--- src/rtl/byte_fifo.sv ---
// First-word-fall-through byte FIFO feeding the SPI master's byte source port.
// Occupancy is tracked by a dedicated counter so full and empty never hinge on pointer equality.
module byte_fifo #(
    parameter int W     = 8,
    parameter int ORDER = 4
) (
    input  logic             clock,
    input  logic             reset,
    input  logic             put,
    input  logic [W-1:0]     in,
    output logic             full,
    input  logic             get,
    output logic [W-1:0]     out,
    output logic             empty,
    output logic [ORDER:0]   level
);

    localparam int DEPTH = 1 << ORDER;
    localparam logic [ORDER:0] FULL_LEVEL = (ORDER+1)'(DEPTH);

    logic [W-1:0]       mem [DEPTH];
    logic [ORDER-1:0]   wp;
    logic [ORDER-1:0]   rp;
    logic               wr;
    logic               rd;
    logic [ORDER:0]     level_next;

    assign wr = put & ~full;
    assign rd = get & ~empty;

    always_comb begin
        level_next = level;
        if (wr && !rd) begin
            level_next = level + 1'b1;
        end else if (rd && !wr) begin
            level_next = level - 1'b1;
        end
    end

    always_ff @(posedge clock) begin
        if (reset) begin
            wp    <= '0;
            rp    <= '0;
            level <= '0;
            empty <= 1'b1;
            full  <= 1'b0;
        end else begin
            if (wr) wp <= wp + 1'b1;
            if (rd) rp <= rp + 1'b1;
            level <= level_next;
            empty <= (level_next == '0);
            full  <= (level_next == FULL_LEVEL);
        end
    end

    // Storage is deliberately left unreset; flags keep stale contents invisible.
    always_ff @(posedge clock) begin
        if (wr && !reset) begin
            mem[wp] <= in;
        end
    end

    assign out = mem[rp];

endmodule

--- config.mk ---
export PLATFORM = sky130hd
export DESIGN_NAME = byte_fifo
export DESIGN_NICKNAME = d
export VERILOG_FILES = /design/src/rtl/byte_fifo.sv
export SDC_FILE = /design/constraint.sdc
export NUM_CORES = 1
export LEC_CHECK = 0
export ABC_AREA = 1
export CAP_MARGIN = 20
export CELL_PAD_IN_SITES_DETAIL_PLACEMENT = 0
export CELL_PAD_IN_SITES_GLOBAL_PLACEMENT = 2
export CORE_ASPECT_RATIO = 1.2
export CORE_MARGIN = 5
export CORE_UTILIZATION = 34
export CTS_CLUSTER_DIAMETER = 150
export DETAILED_ROUTE_END_ITERATION = 7
export PLACE_DENSITY_LB_ADDON = 0.1
export REMOVE_ABC_BUFFERS = 1
export SETUP_SLACK_MARGIN = 0.15
export SYNTH_ARGS = -nofsm -noshare
export SYNTH_HDL_FRONTEND = slang
export SYNTH_SLANG_ARGS = --single-unit
--- constraint.sdc ---
create_clock -name clock -period 1.7 [get_ports clock]
set_input_delay 0.51 -clock clock [delete_from_list [all_inputs] [get_ports clock]]
set_output_delay 0.51 -clock clock [all_outputs]
set_load 0.02 [all_outputs]
==> results.sh <==
export IMPL_max_cap_viol_count=0
export IMPL_cts_buffers=17
export IMPL_avgSynthCellArea_um2=11.7
export IMPL_synth_top_family_by_area="simple AND/OR/NAND/NOR gates"
export IMPL_critPathBufInv=4
export IMPL_r2r_setup_slack_ns=0.29
export IMPL_worstSkewPairLatency_ns=0.41
export IMPL_die_y_um=156
export IMPL_initial_core_util=0.345
export IMPL_layout_drive_gt1_share=0.282
export IMPL_hold_ws_ns=0.453
export IMPL_rsz0062_at_grt="yes"
export IMPL_grt_pass1_vias=4037
export IMPL_wirelength_mm=15.6
export IMPL_fin_crit_sh=1.37
export IMPL_grt_pass1_wl_mm=24.0
export IMPL_synth_compound_area_frac=0.117
export IMPL_port_buffers=26
export IMPL_yosysTopAreaCellShare=0.636
export IMPL_dp_hpwl_mm=10.3
export IMPL_power_density_nw_per_um2=1200
export IMPL_cp_depth=10
export IMPL_syn_to_final_growth_pct=32.6
export IMPL_clk_pin_slew_worst_paths_ns=0.06
export IMPL_detail_route_wl_per_cell_um=18.4
export IMPL_worstMarginPinSlew_ns=0.481
export IMPL_overflow=0
export IMPL_max_stage_delay_ns=0.40
export IMPL_synth_seq_cells=147
export IMPL_final_hold_violation_count=0
export IMPL_netlist_top_cells_area="edfxtp_1 (64%), nor2_1 (7.1%), dfxtp_1 (6.3%)"
export IMPL_skew_ns=0.00747
export IMPL_vdd_ir_drop_max_uv=638
export IMPL_place_gp_congestion=0.777
export IMPL_rows=53
export IMPL_holdCritPathClass="flip-flop to flip-flop"
export IMPL_synth_area_mux_share=0
export IMPL_antenna_cells=0
export IMPL_stdcell_area_um2=8010
export IMPL_nNetsFinal=630
export IMPL_setup_viol=8
export IMPL_critPathArrivalTime_ns=1.82
export IMPL_drcViolationCount=0
export IMPL_power_total_mw=9.65
export IMPL_detail_route_antenna_nets=0
export IMPL_crit_fanout=6
export IMPL_pre_cts_slack_ns=-0.684
export IMPL_yosysSeqAreaShare=0.699
export IMPL_fin_ws_ns=-0.631
export IMPL_status="finished, violations left"
export IMPL_die_w_um=132
export IMPL_grtUsageTotal=0.157
export IMPL_crit_path_frequent_cell="o211ai_1"
export IMPL_grt_antenna_before_repair=0
export IMPL_cts_tree="done"
export IMPL_fin_util=0.457
export IMPL_slew_viol_final=0
export IMPL_layout_commonest_cell="edfxtp_1"
export IMPL_n_fill_cell=1633
export IMPL_slew_headroom=0.678
export IMPL_crit_type="flip-flop to output port"
export IMPL_cts_buffer_depth=2
export IMPL_layout_cells_non_filler=844
export IMPL_grt_max_degree=30
export IMPL_synth_simple_area_share=0.130
export IMPL_wl_met2_mm=7.90
export IMPL_whs_path_depth=1
export IMPL_yosysTopAreaCell="edfxtp_1"
export IMPL_placed_cell_area_um2=6970
export IMPL_crit_path_end_kind="output port"
export IMPL_r2r_start="level[0]"
export IMPL_hp_start="rp[3]"
export IMPL_cp_required_ns=1.19
export IMPL_syn_area_um2=6040
export IMPL_clock_sinks=147
export IMPL_cellLeakagePower_nw=2.86
export IMPL_drtIter0Drc=372
export IMPL_htree_levels=4
export IMPL_period_needed_ns=2.33
export IMPL_reg2reg_depth=7
export IMPL_syn_inst=518
export IMPL_pin_count=27
export IMPL_ys_warn_count=0
export IMPL_first_pass_iters=5
export IMPL_cp_start_kind="flip-flop"
export IMPL_synthAdderAreaFrac=0.0145
export IMPL_finalSetupTns_ns=-4.81
export IMPL_ys_types=25
export IMPL_die_area_um2=20500
export IMPL_cpLargestDelayFamily="buffers and inverters"
export IMPL_synth_xor_area_frac=0
export IMPL_fp_coreArea_um2=17500
export IMPL_top_layer_used="met4"
export IMPL_routed_via_density=4.88
export IMPL_cts_root_buf="clkbuf_16"
export IMPL_path_cells="inv_8, buf_12, buf_16, nor2_4, nor2_1, o21ai_1, o211ai_1, o211ai_1, nand2_2, buf_6"
export IMPL_fmax_mhz=429
export IMPL_final_cell_mix="edfxtp_1 (128), nor2_1 (92), o21ai_0 (57)"
export IMPL_slowest_stage="dfxtp_4"
export IMPL_wl_met1_mm=6.60
export IMPL_dp_cells=802
export IMPL_vias=4121
export IMPL_violations="negative setup slack"
export IMPL_route_met3_wl_um=839
## registers in the layout, indices dropped and copies added (netlist names), named ones only
| name | count |
|---|---|
| empty | 1 |
| full | 1 |
| level | 5 |
| mem | 128 |
| rp | 4 |
| wp | 4 |
## power by group
group | switching (mW) | internal (mW) | total [mW]
registers | 0.0757 | 4.01 | 4.08
clock network | 1.43 | 2.30 | 3.73
logic | 1.02 | 0.818 | 1.83
total | 2.52 | 7.13 | 9.65
## final timing paths
kind | to
setup / recovery | out[4]
hold / removal | rp[3]
setup reg to reg | empty
hold reg to reg | rp[3]
## cells in the mapped netlist, drive strengths merged
| library cell | n |
|---|---|
| edfxtp | 128 |
| nor3 | 2 |
| a21oi | 12 |
| nand3 | 21 |
| dfxtp | 19 |
| o21ai | 79 |
| o211ai | 32 |
| nand4 | 2 |
| buf | 13 |
| nand3b | 1 |
| clkbuf | 13 |
| inv | 23 |
| ha | 7 |
| nand2 | 44 |
| nor2 | 122 |
## logic make-up after synthesis
| family | Yosys count |
|---|---|
| buf+inv | 49 |
| fa+ha+maj | 7 |
| flops | 147 |
| compound gates | 123 |
| simple gates | 192 |
## layer usage
layer	global-route usage	up-vias
met5	0	-
met4	0.0495	0
met3	0.0342	19
met2	0.261	82
met1	0.206	1984
li1	-	2036
## area by class of cell
| cell class | count | area [µm²] | share of cell area |
|---|---|---|---|
| Sequential cell | 147 | 4240 | 0.529 |
| Tap cell | 220 | 275 | 0.0344 |
| Inverter | 23 | 93.8 | 0.0117 |
| Timing Repair Buffer | 100 | 1040 | 0.130 |
| Clock inverter | 13 | 160 | 0.0200 |
| Clock buffer | 19 | 433 | 0.0541 |
| Multi-Input combinational cell | 322 | 1770 | 0.221 |
## timing repair
item                                    4_1_cts  5_1_grt
gates cloned                                  6        0
hold buffers                                  0        0
endpoints found under the setup margin      146       90
pin swaps                                    22       10
gates resized for setup                     145       24
buffers inserted                              4        0
Note: power is estimated with default switching activity, not from simulation.
